$ cat src/rtl/bus_arb_pkg.sv
// Shared definitions for the two-master bus arbiter: FSM/owner encodings,
// bus widths, reset/open-bus constants and the bus command payload.
package bus_arb_pkg;

   localparam int unsigned ADDR_W = 16;
   localparam int unsigned DATA_W = 8;

   // Arbiter state encoding
   localparam logic [1:0] ST_IDLE = 2'd0;
   localparam logic [1:0] ST_XFER = 2'd1;
   localparam logic [1:0] ST_ACK  = 2'd2;

   // Bus owner encoding
   localparam logic OWNER_CPU = 1'b0;
   localparam logic OWNER_DMA = 1'b1;

   // Value returned when nothing drives the data bus
   localparam logic [DATA_W-1:0] OPEN_BUS = 8'hFF;

   // Shared-bus drive values while idle or after reset
   localparam logic [ADDR_W-1:0] RESET_ADDR  = 16'h0000;
   localparam logic              RESET_RNW   = 1'b1;
   localparam logic [DATA_W-1:0] RESET_WDATA = 8'h00;

   // Command presented on the shared bus
   typedef struct packed {
      logic [ADDR_W-1:0] addr;
      logic              rnw;
      logic [DATA_W-1:0] wdata;
   } bus_cmd_t;

   // Pack one requester's signals into a bus command
   function automatic bus_cmd_t make_cmd(input logic [ADDR_W-1:0] addr,
                                         input logic              rnw,
                                         input logic [DATA_W-1:0] wdata);
      bus_cmd_t cmd;
      cmd.addr  = addr;
      cmd.rnw   = rnw;
      cmd.wdata = wdata;
      return cmd;
   endfunction

endpackage

$ cat src/rtl/bus_wait_timer.sv
// Cycle counter bounding how long a slow bus access may wait for its ack.
// Armed by start, disarmed by ack; expired flags the last allowed cycle.
module bus_wait_timer
#(
   parameter int unsigned TIMEOUT = 15
)
(
   input  logic clk,
   input  logic rst,
   input  logic start,
   input  logic ack,
   output logic expired
);

   localparam int unsigned CNT_W = (TIMEOUT > 1) ? $clog2(TIMEOUT) : 1;
   localparam logic [CNT_W-1:0] LAST = CNT_W'(TIMEOUT - 1);

   logic             armed;
   logic [CNT_W-1:0] cnt;

   // Count cycles since start; hold at LAST until the access completes
   always_ff @(posedge clk) begin
      if (rst) begin
         armed <= 1'b0;
         cnt   <= '0;
      end else if (start) begin
         armed <= 1'b1;
         cnt   <= '0;
      end else if (ack) begin
         armed <= 1'b0;
         cnt   <= '0;
      end else if (armed && (cnt != LAST)) begin
         cnt   <= cnt + CNT_W'(1);
      end
   end

   // High during the final permitted cycle of the access
   assign expired = armed && (cnt == LAST);

endmodule

$ cat src/rtl/bus_master_arbiter.sv
// Two-master (CPU/DMA) arbiter for a shared 16-bit address, 8-bit data bus.
// DMA has priority but is limited to DMA_BURST_MAX back-to-back grants while
// the CPU waits. Slow-region accesses wait for i_bus_ack, bounded by a timer.
module bus_master_arbiter
   import bus_arb_pkg::*;
#(
   parameter int unsigned DMA_BURST_MAX = 4,
   parameter int unsigned SLOW_TIMEOUT  = 15
)
(
   input  logic              i_clk,
   input  logic              i_rst,
   input  logic              i_cpu_req,
   input  logic [ADDR_W-1:0] i_cpu_addr,
   input  logic              i_cpu_rnw,
   input  logic [DATA_W-1:0] i_cpu_wdata,
   output logic              o_cpu_ack,
   output logic [DATA_W-1:0] o_cpu_rdata,
   input  logic              i_dma_req,
   input  logic [ADDR_W-1:0] i_dma_addr,
   input  logic              i_dma_rnw,
   input  logic [DATA_W-1:0] i_dma_wdata,
   output logic              o_dma_ack,
   output logic [DATA_W-1:0] o_dma_rdata,
   output logic              o_bus_valid,
   output logic [ADDR_W-1:0] o_bus_addr,
   output logic              o_bus_rnw,
   output logic [DATA_W-1:0] o_bus_wdata,
   input  logic [DATA_W-1:0] i_bus_rdata,
   input  logic              i_bus_slow,
   input  logic              i_bus_ack,
   output logic              o_timeout
);

   localparam int unsigned BURST_W = (DMA_BURST_MAX > 0) ? $clog2(DMA_BURST_MAX + 1) : 1;
   localparam logic [BURST_W-1:0] BURST_MAX = BURST_W'(DMA_BURST_MAX);

   logic [1:0]         state_q,      state_d;
   logic               owner_q,      owner_d;
   logic [BURST_W-1:0] burst_q,      burst_d;
   bus_cmd_t           cmd_q,        cmd_d;
   logic               bus_valid_q,  bus_valid_d;
   logic               cpu_ack_q,    cpu_ack_d;
   logic               dma_ack_q,    dma_ack_d;
   logic [DATA_W-1:0]  cpu_rdata_q,  cpu_rdata_d;
   logic [DATA_W-1:0]  dma_rdata_q,  dma_rdata_d;
   logic               timeout_q,    timeout_d;

   logic               grant_c;
   logic               done_c;
   logic               dma_win_c;
   logic [DATA_W-1:0]  rdata_sel_c;
   logic               expired;

   // Bounds the wait of a slow access; restarted on every grant
   bus_wait_timer #(
      .TIMEOUT (SLOW_TIMEOUT)
   ) u_wait_timer (
      .clk     (i_clk),
      .rst     (i_rst),
      .start   (grant_c),
      .ack     (done_c),
      .expired (expired)
   );

   // Next-state and next-output decode
   always_comb begin
      state_d     = state_q;
      owner_d     = owner_q;
      burst_d     = burst_q;
      cmd_d       = cmd_q;
      bus_valid_d = bus_valid_q;
      cpu_ack_d   = 1'b0;
      dma_ack_d   = 1'b0;
      cpu_rdata_d = cpu_rdata_q;
      dma_rdata_d = dma_rdata_q;
      timeout_d   = 1'b0;
      grant_c     = 1'b0;
      done_c      = 1'b0;
      dma_win_c   = 1'b0;
      rdata_sel_c = i_bus_rdata;

      case (state_q)
         ST_IDLE: begin
            if (i_cpu_req || i_dma_req) begin
               // DMA wins unless it has used up its burst while the CPU waits
               dma_win_c   = i_dma_req && (!i_cpu_req || (burst_q != BURST_MAX));
               grant_c     = 1'b1;
               bus_valid_d = 1'b1;
               state_d     = ST_XFER;
               if (dma_win_c) begin
                  owner_d = OWNER_DMA;
                  cmd_d   = make_cmd(i_dma_addr, i_dma_rnw, i_dma_wdata);
                  if (i_cpu_req && (burst_q != BURST_MAX)) begin
                     burst_d = burst_q + BURST_W'(1);
                  end
               end else begin
                  owner_d = OWNER_CPU;
                  cmd_d   = make_cmd(i_cpu_addr, i_cpu_rnw, i_cpu_wdata);
                  burst_d = '0;
               end
            end
         end

         ST_XFER: begin
            // Fast targets finish at once; slow ones on ack or expiry
            if (!i_bus_slow || i_bus_ack || expired) begin
               done_c      = 1'b1;
               timeout_d   = i_bus_slow && !i_bus_ack;
               rdata_sel_c = timeout_d ? OPEN_BUS : i_bus_rdata;
               bus_valid_d = 1'b0;
               state_d     = ST_ACK;
               if (owner_q == OWNER_DMA) begin
                  dma_ack_d = 1'b1;
                  if (cmd_q.rnw) begin
                     dma_rdata_d = rdata_sel_c;
                  end
               end else begin
                  cpu_ack_d = 1'b1;
                  if (cmd_q.rnw) begin
                     cpu_rdata_d = rdata_sel_c;
                  end
               end
            end
         end

         ST_ACK: begin
            // Ack pulse is on the outputs; requests are not sampled here
            state_d = ST_IDLE;
         end

         default: begin
            state_d     = ST_IDLE;
            bus_valid_d = 1'b0;
         end
      endcase
   end

   // State and registered outputs
   always_ff @(posedge i_clk) begin
      if (i_rst) begin
         state_q     <= ST_IDLE;
         owner_q     <= OWNER_CPU;
         burst_q     <= '0;
         cmd_q       <= make_cmd(RESET_ADDR, RESET_RNW, RESET_WDATA);
         bus_valid_q <= 1'b0;
         cpu_ack_q   <= 1'b0;
         dma_ack_q   <= 1'b0;
         cpu_rdata_q <= OPEN_BUS;
         dma_rdata_q <= OPEN_BUS;
         timeout_q   <= 1'b0;
      end else begin
         state_q     <= state_d;
         owner_q     <= owner_d;
         burst_q     <= burst_d;
         cmd_q       <= cmd_d;
         bus_valid_q <= bus_valid_d;
         cpu_ack_q   <= cpu_ack_d;
         dma_ack_q   <= dma_ack_d;
         cpu_rdata_q <= cpu_rdata_d;
         dma_rdata_q <= dma_rdata_d;
         timeout_q   <= timeout_d;
      end
   end

   assign o_cpu_ack   = cpu_ack_q;
   assign o_cpu_rdata = cpu_rdata_q;
   assign o_dma_ack   = dma_ack_q;
   assign o_dma_rdata = dma_rdata_q;
   assign o_bus_valid = bus_valid_q;
   assign o_bus_addr  = cmd_q.addr;
   assign o_bus_rnw   = cmd_q.rnw;
   assign o_bus_wdata = cmd_q.wdata;
   assign o_timeout   = timeout_q;

endmodule
$ cat config.mk
export PLATFORM = sky130hd
export DESIGN_NAME = bus_master_arbiter
export DESIGN_NICKNAME = d
export VERILOG_FILES = /design/src/rtl/bus_arb_pkg.sv /design/src/rtl/bus_wait_timer.sv /design/src/rtl/bus_master_arbiter.sv
export SDC_FILE = /design/constraint.sdc
export NUM_CORES = 1
export LEC_CHECK = 0
export ABC_AREA = 1
export BUFFER_PORTS_ARGS = -buffer_cell sky130_fd_sc_hd__buf_2
export CORE_MARGIN = 3
export CORE_UTILIZATION = 40
export CTS_BUF_LIST = sky130_fd_sc_hd__clkbuf_8
export DETAILED_ROUTE_END_ITERATION = 10
export PLACE_DENSITY_LB_ADDON = 0.25
export SYNTH_ARGS = -nofsm -noshare
export SYNTH_HDL_FRONTEND = slang
export SYNTH_SLANG_ARGS = --single-unit
$ cat constraint.sdc
create_clock -name i_clk -period 3.37 [get_ports i_clk]
set_clock_uncertainty 0.15 [all_clocks]
set_input_delay 0.5055 -clock i_clk [delete_from_list [all_inputs] [get_ports i_clk]]
set_output_delay 0.5055 -clock i_clk [all_outputs]
set_load 0.03 [all_outputs]
==> flow_metrics.py, run 1 <==
metrics = {
    "outcome": {
        "status": "completed",
    },
    "drt": {
        "vias": 2344,
        "routedWlPerCell_um": 12.2,
        "drt-initial-drc-count": 126,
        "first_pass_iters": 4,
        "routed_wl_um": 5840,
        "vias_per_cell": 4.89,
        "drtAntennaViolNets": 0,
        "drc": 0,
    },
    "die": {
        "start_util_pct": 42.4,
        "die-area_mm2": 0.00694,
        "die_w_um": 83.3,
        "coreArea_mm2": 0.00564,
        "die_height_um": 83.3,
        "ios": 109,
        "rows": 27,
    },
    "power_and_ir_drop": {
        "p_per_area_mw_per_mm2": 472,
        "p_leak_nw": 1.45,
        "peakVddDrop_mv": 0.214,
    },
    "yosys": {
        "yosysUniqueCellTypes": 27,
        "async_flop_share_pct": 0,
        "synth.avg_cell_area_um2": 7.79,
        "yosysSeqAreaShare_pct": 46.9,
        "ys_ff_latch": 56,
        "yosys_warnings": 0,
        "yosys.area.top_type": "dfxtp_1",
        "syn_area_mm2": 0.00239,
        "synth_top_area_share_pct": 46.9,
        "synth_area_leaders": "dfxtp_1 (47%), nand2_1 (9.4%), o21ai_1 (8.4%)",
        "syn-num-nets": 375,
        "synth_ff_type": "dfxtp_1",
        "synth_cells": 307,
        "synth_edf_count": 0,
    },
    "cts": {
        "clock-root-buffer": "clkbuf_8",
        "htreeDepth": 2,
        "cts_hold_buf": 0,
        "cts_buffers": 5,
        "cts.clk_slew.worst_paths_ps": 90,
        "cts_tree": "yes",
        "clock_latency_ps": 290,
        "cts-resized-gates": 0,
        "post-cts-setup-buffer-count": 0,
        "cts_buffer_depth": 2,
        "cts.sinks": 56,
    },
    "setup_path": {
        "critPathCaptureType": "flop",
        "crit_buf_inv": 2,
        "start_kind": "flop",
        "cp.required_ps": 3450,
        "cpMaxStageDelayCell": "inv_2",
        "crit_family": "buffers and inverters",
        "cp_slowest_stage_delay_ps": 480,
        "crit_path_cell_trace": "inv_1, ha_1, nand3_1, nand2_2, inv_2, o21ai_1, nor2_1",
        "arrival_ps": 2060,
        "crit_type": "reg -> reg",
        "crit_fanout": 27,
    },
    "global_routing": {
        "grt_pass1_wl_um": 9820,
        "grt_pass1_vias": 2196,
        "overflow": 0,
        "antenna_found_initial": 0,
        "grtUsageTotal_pct": 16.7,
        "grt_start_max_net_pins": 28,
    },
    "placement": {
        "io_buffers": 108,
        "gp_congestion": 0.749,
        "hpwl_um": 4350,
    },
    "timing": {
        "final.setup.tns_ps": 0,
        "period_share_pct": 58.6,
        "worst_slew_pin_slew_ps": 791,
        "finalMaxSlewViolations": 0,
        "setup_viol": 0,
        "period_needed_ps": 1980,
        "hold_violations": 0,
        "maxSlewHeadroom_pct": 47.2,
        "rsz0062_at_grt": "false",
        "fmax_mhz": 506,
        "holdWs_ps": 303,
    },
    "final_layout": {
        "final_common_cell": "buf_2",
        "antenna_cells": 0,
        "fin_nets": 477,
        "drive_gt1_share_pct": 31.9,
        "final_cell_mix": "buf_2 (108), nand2_1 (60), dfxtp_1 (56)",
        "area_growth_pct": 25.2,
    },
    "run": {
        "maxCapViolCount": 0,
    },
    "worst_hold_path": {
        "holdCritPathClass": "in -> reg",
    },
}
[tightest hold or removal path: stages]
cell	delay (ps)
buf_2	70
nor2_1	30
o21ai_1	100
[synthesized netlist by cell type (3+ instances only)]
cell,n
nand2_1,60
nor2_1,30
xor2_1,3
nand4_1,16
nor2_2,3
o21ai_0,13
nand2_2,4
buf_2,3
o21ai_1,40
dfxtp_1,56
a21oi_1,6
inv_1,20
nand3_1,24
buf_4,8
ha_1,4
[power by group]
part,internal [W],switching (W),leakage (nW)
Combinational,0.000108,0.000234,0.958
Clock,0.000135,0.000186,0.0359
Sequential,0.000717,0.0000329,0.460
Total,0.000959,0.000453,1.45
[flip-flops by register name, indices dropped and copies added (netlist names)]
register,count
o_bus_addr,16
o_bus_valid,1
o_timeout,1
o_cpu_ack,1
o_cpu_rdata,8
state_q,2
o_dma_rdata,8
o_dma_ack,1
owner_q,1
o_bus_wdata,8
o_bus_rnw,1
u_wait_timer.cnt,4
u_wait_timer.armed,1
burst_q,3
[per-layer routing]
layer,up-vias,share of wire (%),global-route usage [%]
li1,1219,-,-
met1,1032,44,20.9
met4,0,1.4,4.61
met5,-,0,0
met3,8,8.0,5.46
met2,85,47,27.6
[through the flow]
step           util [%]  instances  total power, W  instance area, um^2  setup slack (ps)
4_1_cts            53.0        479         0.00143                 2990              1370
5_1_grt            53.0        479         0.00149                 2990              1190
2_1_floorplan         -        307         0.00100                 2390              1910
3_5_place_dp       51.8        474         0.00111                 2920              1200
6_report           53.0        479         0.00141                 2990              1390
3_3_place_gp       51.8        474         0.00111                 2920              1260
[cells by family (layout without fill, tap and decap cells)]
logic type      Yosys count  after routing  synth area share, %
simple gates            147            147                 28.9
fa+ha+maj                 4              4                 2.09
xor+xnor                  3              3                 1.10
buf+inv                  36            136                 7.69
flops                    56             56                 46.9
compound gates           61             61                 13.3
[final cells by class]
cell class,count,area (um^2)
multi-input cells,215,1090
flip-flops and latches,56,1120
repair buffers,108,541
well taps,72,90.1
fillers,558,2650
inverters,23,86.3
clock buffers,5,68.8
[worst paths after layout]
check	endpoint	from	slack [ps]	cells past startpoint
worst max-delay path	burst_q[2]	burst_q[0]	1390	7
worst max register to register	burst_q[2]	burst_q[0]	1390	7
worst min-delay path	o_bus_addr[10]	i_cpu_addr[10]	300	3
worst min register to register	o_dma_rdata[2]	o_dma_rdata[2]	310	2
No activity file was read; power rests on OpenSTA's default activity.
==> inputs of run 2 (changes only) <==
- ABC_AREA: 1 -> 0
- clock period: 3.37 -> 1.9 ns (I/O delays scaled with it)
==> run 2 against run 1 <==
Flip-flop and latch count unchanged. Clock-buffer cell count unchanged. Non-clock buffer count up 22. Combinational power up 95%. Utilization up 1.9 points. First-iteration DRC count up 20%. Via count up 10%. Clock power up 83%.
==> flow_metrics.py, run 2 <==
metrics = {
    "yosys": {
        "yosys.area.top_type": "dfxtp_1",
        "synthMuxAreaShare_pct": 6.27,
        "synth_top_area_share_pct": 43.9,
        "yosysSeqAreaShare_pct": 43.9,
        "ys_ff_latch": 56,
        "synth_fa_ha_area_share_pct": 1.96,
        "synth.most_common_cell": "dfxtp_1",
        "yosys.area_share.simple_pct": 17.4,
        "synthTopCellsByCount": "dfxtp_1 (56), a21oi_1 (34), nand3_1 (29)",
        "synth_cells": 293,
        "syn_area_mm2": 0.00255,
        "synth_xor_area_share_pct": 0,
        "synth_edf_count": 0,
        "async_flop_share_pct": 0,
        "yosysUniqueCellTypes": 38,
        "synth_ff_type": "dfxtp_1",
        "yosys_warnings": 0,
        "synth_compound_area_share_pct": 24.8,
        "synth.avg_cell_area_um2": 8.72,
        "synth_top_family_by_area": "compound AO/OA/AOI/OAI gates",
        "syn-num-nets": 361,
        "synth_area_leaders": "dfxtp_1 (44%), a311oi_1 (8.2%), a21oi_1 (6.7%)",
    },
    "setup_path": {
        "cp.required_ps": 1970,
        "crit_fanout": 8,
        "crit_family": "flip-flops",
        "arrival_ps": 1860,
        "r2r_setup_slack_ps": 120,
        "crit_path_cell_trace": "ha_4, nand4_4, buf_4, a211oi_2, buf_6, mux2i_2",
        "cp_slowest_stage_delay_ps": 430,
        "critPathCaptureType": "flop",
        "crit_buf_inv": 2,
        "r2r-start": "u_wait_timer.cnt[1]",
        "cp-startpoint": "u_wait_timer.cnt[1]",
        "crit_type": "reg -> reg",
        "cpMaxStageDelayCell": "dfxtp_1",
        "start_kind": "flop",
        "r2r_cells": 6,
        "r2r-end": "o_dma_rdata[2]",
        "crit_path_end": "o_dma_rdata[2]",
        "path_depth": 6,
    },
    "cts": {
        "cts.clk_slew.worst_paths_ps": 90,
        "clock_latency_ps": 300,
        "htreeDepth": 2,
        "post-cts-setup-buffer-count": 0,
        "cts_buffer_depth": 2,
        "clock-root-buffer": "clkbuf_8",
        "cts_hold_buf": 0,
        "cts-resized-gates": 0,
        "cts_tree": "yes",
        "cts.sinks": 56,
        "cts_buffers": 5,
    },
    "final_layout": {
        "largest_register_ffs": 16,
        "final_cell_mix": "buf_2 (108), dfxtp_1 (56), a21oi_1 (34)",
        "fin_nets": 468,
        "final_common_cell": "buf_2",
        "drive_gt1_share_pct": 36.7,
        "area_growth_pct": 30.4,
        "final_cells": 473,
        "final_area_mm2": 0.00333,
        "antenna_cells": 0,
    },
    "drt": {
        "drc": 0,
        "vias": 2584,
        "drtAntennaViolNets": 0,
        "drt-initial-drc-count": 151,
        "routedWlPerCell_um": 15.1,
        "routed_wl_um": 7150,
        "first_pass_iters": 4,
        "vias_per_cell": 5.46,
    },
    "timing": {
        "rsz0062_at_grt": "false",
        "period_needed_ps": 1780,
        "setup_viol": 0,
        "holdWs_ps": 105,
        "fmax_mhz": 560,
        "hold_violations": 0,
        "period_share_pct": 93.9,
        "maxSlewHeadroom_pct": 54.6,
        "finalMaxSlewViolations": 0,
        "final.setup.tns_ps": 0,
        "worst_slew_pin_slew_ps": 682,
    },
    "global_routing": {
        "grtUsageTotal_pct": 18.7,
        "grt_pass1_wl_um": 11400,
        "antenna_found_initial": 0,
        "grt_start_max_net_pins": 38,
        "overflow": 0,
        "grt_pass1_vias": 2469,
    },
    "die": {
        "die-area_mm2": 0.00738,
        "ios": 109,
        "die_w_um": 85.9,
        "coreArea_mm2": 0.00606,
        "start_util_pct": 42.2,
        "rows": 28,
        "die_height_um": 85.9,
    },
    "power_and_ir_drop": {
        "p_comb_share_pct": 25.9,
        "peakVddDrop_mv": 0.405,
        "p_sw_share_pct": 31.8,
        "p_leak_nw": 1.39,
        "p_int_w": 0.00175,
        "p_switching_w": 0.000818,
        "p_per_area_mw_per_mm2": 772,
        "clkPwrFrac_pct": 22.8,
        "p_seq_share_pct": 51.3,
        "p_total_w": 0.00257,
    },
    "placement": {
        "placed_area_mm2": 0.00324,
        "io_buffers": 108,
        "gp_congestion": 0.795,
        "hpwl_um": 5240,
        "dp_cells": 468,
    },
    "worst_hold_path": {
        "hp-start": "i_bus_rdata[4]",
        "holdCritPathClass": "in -> reg",
    },
    "outcome": {
        "status": "completed",
    },
    "run": {
        "maxCapViolCount": 0,
    },
}
[run 2: changes by cell type in the layout (fill, tap and decap cells not counted), sizes merged, moves of 4 or more]
cell    previous run  this run
nor2              35        20
nor3               2        10
nand2             65         6
inv               22         6
o21ai             54        25
a21oi              6        34
mux2i              0        16
a311oi             0        24
nand4             17         5
a211oi             0         4
buf              108       130
[run 2: per-layer routing]
layer | vias to the layer above | GRT usage, % | part of all wire (%)
met1 | 1224 | 23.6 | 43
met2 | 52 | 32.5 | 52
met5 | - | 0 | 0
li1 | 1301 | - | -
met4 | 0 | 4.60 | 0.81
met3 | 7 | 3.75 | 4.2
[run 2: worst min-delay path, cell delays in order]
cell and delay, ps:
buf_2 70, nor3_1 50, mux2i_1 110
[run 2: power groups by stage]
stage / sequential [W] / clock (W) / combinational, W
6_report: 0.00132 / 0.000586 / 0.000666
3_5_place_dp: 0.00135 / 0 / 0.000664
4_1_cts: 0.00132 / 0.000607 / 0.000664
5_1_grt: 0.00133 / 0.000646 / 0.000721
3_3_place_gp: 0.00134 / 0 / 0.000657
2_1_floorplan: 0.00149 / 0 / 0.000282
[run 2: worst min-delay path by stage]
stage	cells after the start	slack [ps]	to
2_1_floorplan	2	300	burst_q[1]
3_3_place_gp	2	310	burst_q[1]
3_5_place_dp	2	330	burst_q[1]
4_1_cts	3	100	o_cpu_rdata[4]
5_1_grt	3	110	o_bus_addr[4]
6_report	3	110	o_cpu_rdata[4]
[run 2: kinds of logic after synthesis]
| logic type | count (synthesis) |
|---|---|
| buffers and inverters | 36 |
| adders and majority gates | 4 |
| DFF | 56 |
| and+or+nand+nor | 85 |
| AOI/OAI and AO/OA | 96 |
| muxes | 16 |
[run 2: cell type report]
class	instances	area (um^2)
Fill cell	594	2730
Multi-Input combinational cell	201	1320
Sequential cell	56	1120
Timing Repair Buffer	130	709
Tap cell	75	93.8
Clock buffer	5	68.8
Inverter	6	22.5
[run 2: metrics by stage]
stage               worst slack, ps  util, %
global placement                114     53.4
floorplan                      20.4        -
detailed placement             45.8     53.4
finish                          115     55.0
global route                   22.5     55.0
CTS                            29.4     54.6
==> inputs of run 3 (changes only) <==
- GPL_TIMING_DRIVEN: not set -> 0
- clock period: 1.9 -> 1.7 ns (I/O delays scaled with it)
==> run 3 against run 2 <==
Utilization increased by 2.5 points. Global-route usage grew 0.82 points. Non-clock buffer count increased by 12. Total power is 23% higher. Via count grew 5.1%. Critical endpoint is now o_cpu_rdata[0]. Largest power group unchanged.
==> flow_metrics.py, run 3 (same netlist as run 2, synthesis figures left out) <==
metrics = {
    "global_routing": {
        "overflow": 0,
        "grt_pass1_wl_um": 11700,
        "grt_pass1_vias": 2575,
        "antenna_found_initial": 0,
        "grt_start_max_net_pins": 20,
        "grtUsageTotal_pct": 19.5,
    },
    "setup_path": {
        "start_kind": "flop",
        "r2r_setup_slack_ps": 30,
        "crit_buf_inv": 2,
        "r2r-end": "o_cpu_rdata[0]",
        "cp.required_ps": 1800,
        "crit_fanout": 4,
        "critPathCaptureType": "flop",
        "cpMaxStageDelayCell": "a2111oi_4",
        "r2r_cells": 6,
        "crit_type": "reg -> reg",
        "cp_slowest_stage_delay_ps": 360,
        "arrival_ps": 1770,
        "crit_family": "compound AO/OA/AOI/OAI gates",
        "r2r-start": "u_wait_timer.cnt[0]",
        "crit_path_cell_trace": "inv_2, ha_4, nand4_4, a2111oi_4, buf_4, mux2i_1",
    },
    "drt": {
        "routedWlPerCell_um": 15.6,
        "vias_per_cell": 5.57,
        "drtAntennaViolNets": 0,
        "vias": 2716,
        "drc": 0,
        "routed_wl_um": 7600,
        "drt-initial-drc-count": 161,
        "first_pass_iters": 4,
    },
    "timing": {
        "hold_violations": 0,
        "finalMaxSlewViolations": 0,
        "rsz0062_at_grt": "true",
        "worst_slew_pin_slew_ps": 570,
        "fmax_mhz": 598,
        "setup_viol": 0,
        "maxSlewHeadroom_pct": 62.0,
        "period_needed_ps": 1670,
        "period_share_pct": 98.3,
        "holdWs_ps": 51.1,
    },
    "power_and_ir_drop": {
        "p_leak_nw": 1.42,
        "p_per_area_mw_per_mm2": 906,
        "peakVddDrop_mv": 0.431,
    },
    "placement": {
        "io_buffers": 106,
        "dp_cells": 474,
        "hpwl_um": 5390,
        "gp_congestion": 0.825,
    },
    "run": {
        "maxCapViolCount": 0,
    },
    "final_layout": {
        "fin_nets": 480,
        "area_growth_pct": 36.3,
        "final_cell_mix": "buf_2 (108), dfxtp_1 (53), a21oi_1 (34)",
        "antenna_cells": 0,
        "final_cells": 488,
        "drive_gt1_share_pct": 36.6,
        "final_common_cell": "buf_2",
        "largest_register_ffs": 16,
    },
    "worst_hold_path": {
        "whs_path_depth": 3,
        "hp-start": "i_cpu_addr[0]",
        "holdPathEnd": "o_bus_addr[0]",
        "holdCritPathClass": "in -> reg",
    },
    "cts": {
        "cts_tree": "yes",
        "htreeDepth": 2,
        "clock-root-buffer": "clkbuf_8",
        "cts_buffers": 5,
        "cts.sinks": 56,
        "clock_latency_ps": 320,
        "cts_buffer_depth": 2,
        "cts_hold_buf": 0,
        "cts.clk_slew.worst_paths_ps": 110,
    },
    "die": {
        "start_util_pct": 42.2,
        "die_w_um": 85.9,
        "rows": 28,
        "ios": 109,
        "die_height_um": 85.9,
        "coreArea_mm2": 0.00606,
        "die-area_mm2": 0.00738,
    },
    "outcome": {
        "status": "completed",
    },
}
run 3: changes by cell type in the layout (fill, tap and decap cells not counted), sizes merged:
cell,before,now
clkbuf,5,23
buf,130,124
clkinv,0,2
bufinv,0,1
run 3: metal layers:
| layer | GRT usage (%) | up-vias | share of wire (%) |
|---|---|---|---|
| li1 | - | 1340 | - |
| met1 | 25.5 | 1289 | 44 |
| met2 | 31.5 | 80 | 48 |
| met3 | 4.23 | 7 | 6.0 |
| met4 | 7.19 | 0 | 1.1 |
| met5 | 0 | - | 0 |
run 3: final cells by class:
| cell class | instances | area, um^2 |
|---|---|---|
| plain buffers | 28 | 148 |
| clock buffers | 5 | 68.8 |
| clock inverters | 3 | 47.5 |
| fillers | 553 | 2580 |
| inverters | 6 | 22.5 |
| multi-input cells | 201 | 1370 |
| flip-flops and latches | 56 | 1120 |
| well taps | 75 | 93.8 |
| repair buffers | 114 | 611 |
run 3: through the flow:
stage / utilization (%) / TNS [ps] / setup WS [ps] / power (W) / instance area [um^2]
4_1_cts: 56.2 / 0 / 5.71 / 0.00313 / 3410
2_1_floorplan: - / -510 / -63.7 / 0.00199 / 2580
3_5_place_dp: 52.8 / -12640 / -410 / 0.00223 / 3200
6_report: 57.5 / 0 / 29.0 / 0.00316 / 3480
5_1_grt: 57.5 / -228 / -41.9 / 0.00329 / 3480
3_3_place_gp: 52.8 / -11470 / -388 / 0.00222 / 3200
run 3: worst max-delay path by stage:
stage	to	slack, ps	startpoint	cells past startpoint
floorplan	o_cpu_rdata[0]	-60	u_wait_timer.cnt[0]	5
global placement	o_bus_addr[11]	-390	i_dma_req	5
detailed placement	o_bus_addr[10]	-410	i_dma_req	5
CTS	o_cpu_rdata[2]	6	u_wait_timer.cnt[0]	6
global route	o_cpu_rdata[0]	-40	u_wait_timer.cnt[0]	6
finish	o_cpu_rdata[0]	30	u_wait_timer.cnt[0]	6
run 3: timing repair:
item / 4_1_cts / 5_1_grt
resized for setup: 16 / 21
setup buffers: 5 / 3
setup endpoints to repair: 40 / 45
pin swaps: 2 / 3
run 3: where the power goes:
part / total (W) / internal, W / switching, W / leakage [nW]
logic: 0.000770 / 0.000283 / 0.000488 / 0.903
clock network: 0.000913 / 0.000444 / 0.000469 / 0.0583
registers: 0.00147 / 0.00141 / 0.0000592 / 0.462
total: 0.00316 / 0.00214 / 0.00102 / 1.42
run 3: worst register-to-register path: stages, from the launching register on:
cell       delay (ps)
dfxtp_2           340
inv_2              70
ha_4              160
nand4_4           130
a2111oi_4         360
buf_4             200
mux2i_1           180
